$ cat src/rtl/hex_entry.sv
// hex_entry: debounced four-button hex word editor with a valid/ack handoff.
// Optional inc/dec auto-repeat is built when HEX_ENTRY_REPEAT_EN is defined.
module hex_entry #(
  parameter int DB_CYCLES = 500000,
  parameter int RPT_DELAY = 25000000,
  parameter int RPT_RATE  = 5000000
) (
  input  logic        clk,
  input  logic        clr,
  input  logic        btn_inc,
  input  logic        btn_dec,
  input  logic        btn_next,
  input  logic        btn_enter,
  input  logic        value_ack,
  output logic [0:15] value,
  output logic [1:0]  cursor,
  output logic        value_valid
);

  localparam int DW = $clog2(DB_CYCLES + 1);

  typedef enum logic {EDIT, HOLD} state_t;

  state_t        state_q, state_d;
  logic [0:15]   val_q, val_d;
  logic [1:0]    cur_q, cur_d;
  logic [3:0]    raw;
  logic [3:0]    s1_q, s2_q;
  logic [3:0]    db_q, dbp_q;
  logic [3:0]    arm_q;
  logic [3:0]    press;
  logic [1:0]    prime_q;
  logic [DW-1:0] cnt_q [4];
  logic [1:0]    rpt;
  logic          inc_ev, dec_ev;
  logic [3:0]    idx;
  logic [3:0]    nib;

  assign raw = {btn_enter, btn_next, btn_dec, btn_inc};

  always_ff @(posedge clk or posedge clr) begin
    if (clr) begin
      prime_q <= '0;
    end else if (prime_q != 2'd2) begin
      prime_q <= prime_q + 2'd1;
    end
  end

  // arm_q blocks the event for a button still held when clr drops
  always_ff @(posedge clk or posedge clr) begin
    if (clr) begin
      s1_q  <= '0;
      s2_q  <= '0;
      db_q  <= '0;
      dbp_q <= '0;
      arm_q <= '0;
      for (int b = 0; b < 4; b++) begin
        cnt_q[b] <= '0;
      end
    end else begin
      s1_q  <= raw;
      s2_q  <= s1_q;
      dbp_q <= db_q;
      for (int b = 0; b < 4; b++) begin
        if (s2_q[b] == db_q[b]) begin
          cnt_q[b] <= '0;
        end else if (cnt_q[b] == DW'(DB_CYCLES - 1)) begin
          db_q[b]  <= ~db_q[b];
          cnt_q[b] <= '0;
        end else begin
          cnt_q[b] <= cnt_q[b] + DW'(1);
        end
        if (prime_q == 2'd2 && !s2_q[b] && !db_q[b]) begin
          arm_q[b] <= 1'b1;
        end
      end
    end
  end

  assign press = db_q & ~dbp_q & arm_q;

`ifdef HEX_ENTRY_REPEAT_EN
  localparam int RMAX = (RPT_DELAY > RPT_RATE) ? RPT_DELAY : RPT_RATE;
  localparam int RW   = $clog2(RMAX + 1);

  logic [RW-1:0] rcnt_q [2];
  logic [1:0]    live_q;
  logic [1:0]    fst_q;

  always_comb begin
    rpt = '0;
    for (int b = 0; b < 2; b++) begin
      rpt[b] = live_q[b] && db_q[b] &&
               (fst_q[b] ? (rcnt_q[b] == RW'(RPT_DELAY))
                         : (rcnt_q[b] == RW'(RPT_RATE)));
    end
  end

  // rcnt_q counts cycles since the press event or the last repeat
  always_ff @(posedge clk or posedge clr) begin
    if (clr) begin
      live_q <= '0;
      fst_q  <= '1;
      for (int b = 0; b < 2; b++) begin
        rcnt_q[b] <= '0;
      end
    end else begin
      for (int b = 0; b < 2; b++) begin
        if (!db_q[b] || state_q != EDIT) begin
          live_q[b] <= 1'b0;
          fst_q[b]  <= 1'b1;
          rcnt_q[b] <= '0;
        end else if (press[b]) begin
          live_q[b] <= 1'b1;
          fst_q[b]  <= 1'b1;
          rcnt_q[b] <= RW'(1);
        end else if (live_q[b]) begin
          if (rpt[b]) begin
            fst_q[b]  <= 1'b0;
            rcnt_q[b] <= RW'(1);
          end else begin
            rcnt_q[b] <= rcnt_q[b] + RW'(1);
          end
        end
      end
    end
  end
`else
  assign rpt = {2{(RPT_DELAY + RPT_RATE) < 0}};
`endif

  assign inc_ev = press[0] | rpt[0];
  assign dec_ev = press[1] | rpt[1];
  assign idx    = {cur_q, 2'b00};
  assign nib    = val_q[idx +: 4];

  always_comb begin
    state_d = state_q;
    val_d   = val_q;
    cur_d   = cur_q;
    unique case (state_q)
      EDIT: begin
        if (press[3]) begin
          state_d = HOLD;
        end else if (press[2]) begin
          cur_d = cur_q + 2'd1;
        end else if (inc_ev) begin
          val_d[idx +: 4] = nib + 4'd1;
        end else if (dec_ev) begin
          val_d[idx +: 4] = nib - 4'd1;
        end
      end
      HOLD: begin
        if (value_ack) begin
          state_d = EDIT;
          cur_d   = '0;
        end
      end
    endcase
  end

  always_ff @(posedge clk or posedge clr) begin
    if (clr) begin
      state_q <= EDIT;
      val_q   <= '0;
      cur_q   <= '0;
    end else begin
      state_q <= state_d;
      val_q   <= val_d;
      cur_q   <= cur_d;
    end
  end

  assign value       = val_q;
  assign cursor      = cur_q;
  assign value_valid = (state_q == HOLD);

endmodule

$ cat config.mk
export PLATFORM = sky130hd
export DESIGN_NAME = hex_entry
export DESIGN_NICKNAME = d
export VERILOG_FILES = /design/src/rtl/hex_entry.sv
export SDC_FILE = /design/constraint.sdc
export NUM_CORES = 1
export LEC_CHECK = 0
export BUFFER_PORTS_ARGS = -buffer_cell sky130_fd_sc_hd__buf_2
export CORE_MARGIN = 2
export CORE_UTILIZATION = 55
export DETAILED_ROUTE_END_ITERATION = 6
export PLACE_DENSITY = 0.75
export SLEW_MARGIN = 5
export SYNTH_ARGS = -nofsm -noshare
export SYNTH_HDL_FRONTEND = slang
export SYNTH_SLANG_ARGS = --single-unit
$ cat constraint.sdc
create_clock -name clk -period 3.4 [get_ports clk]
set_input_delay 0.51 -clock clk [delete_from_list [all_inputs] [get_ports clk]]
set_output_delay 0.51 -clock clk [all_outputs]
set_load 0.05 [all_outputs]
==> results.yml <==
finish:
  final_nets: 599
  area_growth_syn_to_layout_pct: 14.0
  finish.instance_area_um2: 6530
  post_route_cells_drive_above_1_share_pct: 13.7
  filler_cell_count: 790
  utilization_pct: 63.8
  antenna_cells_inserted: 0
clock_tree:
  cts_setup_buffers: 0
  clock_tree_from_tritoncts: "yes"
  cts_resized: 0
  clock_latency_ns: 0.51
  numClockSinks: 117
  cts.clk_slew.worst_paths_ns: 0.05
  total_clock_buffers_created_by_cts: 17
  cts.root.buffer_cell: "clkbuf_8"
  ctsHtreeMaxLevel: 4
  cts_buffer_depth: 2
  cts_hold_repair.buffers: 0
floorplan:
  core_region_area_um2: 10200
  initial_core_util_pct: 56.0
  core.rowCount: 37
  die_y_um: 106
  design.die.area_um2: 11200
  boundaryPins: 26
  dieWidth_um: 106
route:
  detail_route.wl_per_cell_um: 15.6
  detailroute.via_count: 4277
  drc: 0
  dr.first_iter.drc_count: 261
  dr.pass1.iters: 5
  route.antenna.remaining_nets: 0
  route.final.wire_length_um: 11300
  route.detailed.vias_per_inst: 5.88
worst_setup_path:
  slowest_stage: "dfrtp_1"
  data_required_time_at_the_worst_endpoint_ns: 3.80
  path_delay_family: "simple AND/OR/NAND/NOR gates"
  critical_path.reg2reg.startpoint: "cursor[0]"
  r2r_end: "value[0]"
  crit_path_start: "cursor[0]"
  cp.depth: 4
  timing.critical_path.from_type: "flip-flop"
  crit_chain: "mux4_2 > or4_4 > and2_4 > o311ai_1"
  reg2reg_setup_slack_ns: 0.87
  setup.worst_path.end: "value[0]"
  worst-r2r-cell-count: 4
  critical_path_arrival_ns: 2.93
  timing.critical_path.fanout_max: 16
  endpoint_class_of_the_critical_path: "flip-flop"
  timing_worst_setup_path_type: "reg -> reg"
  cpPeakStageDelay_ns: 0.70
  worst-path-buf-inv: 0
global_routing:
  grt_start_max_net_pins: 118
  antenna_found_initial: 0
  grt_pass1_vias: 4361
  grt_first_pass_wirelength_um: 20000
  grtUsageTotal_pct: 22.3
  globalRouteOverflowTotal: 0
logic_synthesis:
  synth_area_leader_cell: "dfrtp_1"
  post_synthesis_cell_area_um2: 5730
  synth_fp_nets: 569
  synth.most_common_cell: "dfrtp_1"
  synth.yosys.seq_area_share_pct: 51.1
  dominantRegCellSynth: "dfrtp_1"
  post_synth_most_frequent_cells: "dfrtp_1 (117), nor2_1 (67), xor2_1 (34)"
  post_synth.cell_area_avg_um2: 10.4
  synthesis.instances: 551
  yosys_top_cell_area_share_pct: 51.1
  ys_ff_latch: 117
  synth_enable_flop_cells: 0
  synthesis.yosys.warnings: 0
  synth_area_leaders: "dfrtp_1 (51%), xor2_1 (5.2%), nor2_1 (4.4%)"
  netlist-cell-type-count: 51
  ffs_w_async_s_r_synth_pct: 100
sta:
  fmaxAchievable_mhz: 396
  maxSlewHeadroom_pct: 49.0
  hold_violations: 0
  worst-slew-pin-transition_ns: 0.765
  setup_viol_count_final: 0
  finalSetupTns_ns: 0
  final_min_period_over_clock_period_pct: 74.4
  rsz0062_at_grt: "false"
  finClkSkew_ns: 0.00658
  slew_viol_final: 0
  period_needed_ns: 2.53
pwr:
  leakagePower_nw: 2.86
  power_density_nw_per_um2: 483
  worst_ir_drop_vdd_uv: 485
  report.power.total_mw: 3.15
placed_design:
  placement.cell_area_um2: 5980
  placement.io_buffers: 25
  globalplace.congestion: 0.862
  place.detailed.hpwl_um: 7330
flow_run:
  max_cap_viol_count: 0
min_path:
  holdCritPathClass: "in -> reg"
outcome:
  run_status: "finished, final reports clean"
report_power, final:
group	leakage, nW	total, mW	switching [mW]	internal (mW)
combinational	1.00	0.0876	0.0647	0.0228
sequential	1.58	1.43	0.0177	1.41
clock	0.276	1.64	0.570	1.07
worst reg2reg max path, cell delays in order, from the launching register on:
cell      delay [ns]
dfrtp_1         0.70
mux4_2          0.63
or4_4           0.59
and2_4          0.20
o311ai_1        0.29
layout by cell type (no fill, tap or decap), drive strengths merged, types with 13 or more instances in the layout:
master,n
dfrtp,117
nor2,67
xor2,34
nand4,30
nand2,29
nand3,29
buf,27
a21oi,25
clkbuf,25
o31ai,20
o21ai,20
inv,18
xnor2,17
or3,16
or4,15
and2,14
mux2,13
worst min path at each step:
stage	startpoint	to	cells past startpoint
6_report	btn_inc	s1_q[0]	1
5_1_grt	btn_dec	s1_q[1]	1
4_1_cts	btn_inc	s1_q[0]	1
3_5_place_dp	s1_q[2]	s2_q[2]	0
3_3_place_gp	s1_q[2]	s2_q[2]	0
2_1_floorplan	s1_q[0]	s2_q[0]	0
flip-flops by register name (all words and copies together) (netlist names), named ones only:
name	flops
cnt_q	76
value	12
arm_q	4
db_q	4
dbp_q	4
s1_q	4
s2_q	4
cursor	2
prime_q	2
value_valid	1
stage by stage:
stage | cells | setup WS (ns) | hold WS (ns)
after floorplan | 551 | 0.942 | 0.331
after global placement | 698 | 1.02 | 0.335
after detailed placement | 698 | 0.885 | 0.335
after CTS | 727 | 0.909 | 0.0838
after global routing | 727 | 0.784 | 0.0817
final | 727 | 0.872 | 0.106
cell type report:
type | count | area (um^2) | area share (%)
repair buffers | 27 | 153 | 2.34
clock inverters | 4 | 45.0 | 0.690
clock buffers | 25 | 504 | 7.72
well taps | 136 | 170 | 2.61
multi-input cells | 399 | 2650 | 40.6
flip-flops and latches | 117 | 2930 | 44.8
inverters | 19 | 75.1 | 1.15
metal layers:
metal / GRT usage, % / vias up / part of all wire, %
li1: - / 2056 / -
met1: 29.1 / 2117 / 46
met2: 35.8 / 89 / 49
met3: 5.58 / 15 / 4.0
met4: 9.12 / 0 / 1.1
met5: 0 / - / 0
kinds of logic after synthesis:
| logic type | after synthesis | share of synthesized area (%) |
|---|---|---|
| XOR/XNOR | 51 | 7.80 |
| flip-flops | 117 | 51.1 |
| AO/OA/AOI/OAI | 78 | 8.87 |
| buffers and inverters | 35 | 2.58 |
| multiplexers | 17 | 3.97 |
| AND/OR/NAND/NOR | 242 | 23.3 |
| adder cells (fa/ha/maj) | 11 | 2.40 |
No activity file was read; power rests on OpenSTA's default activity.
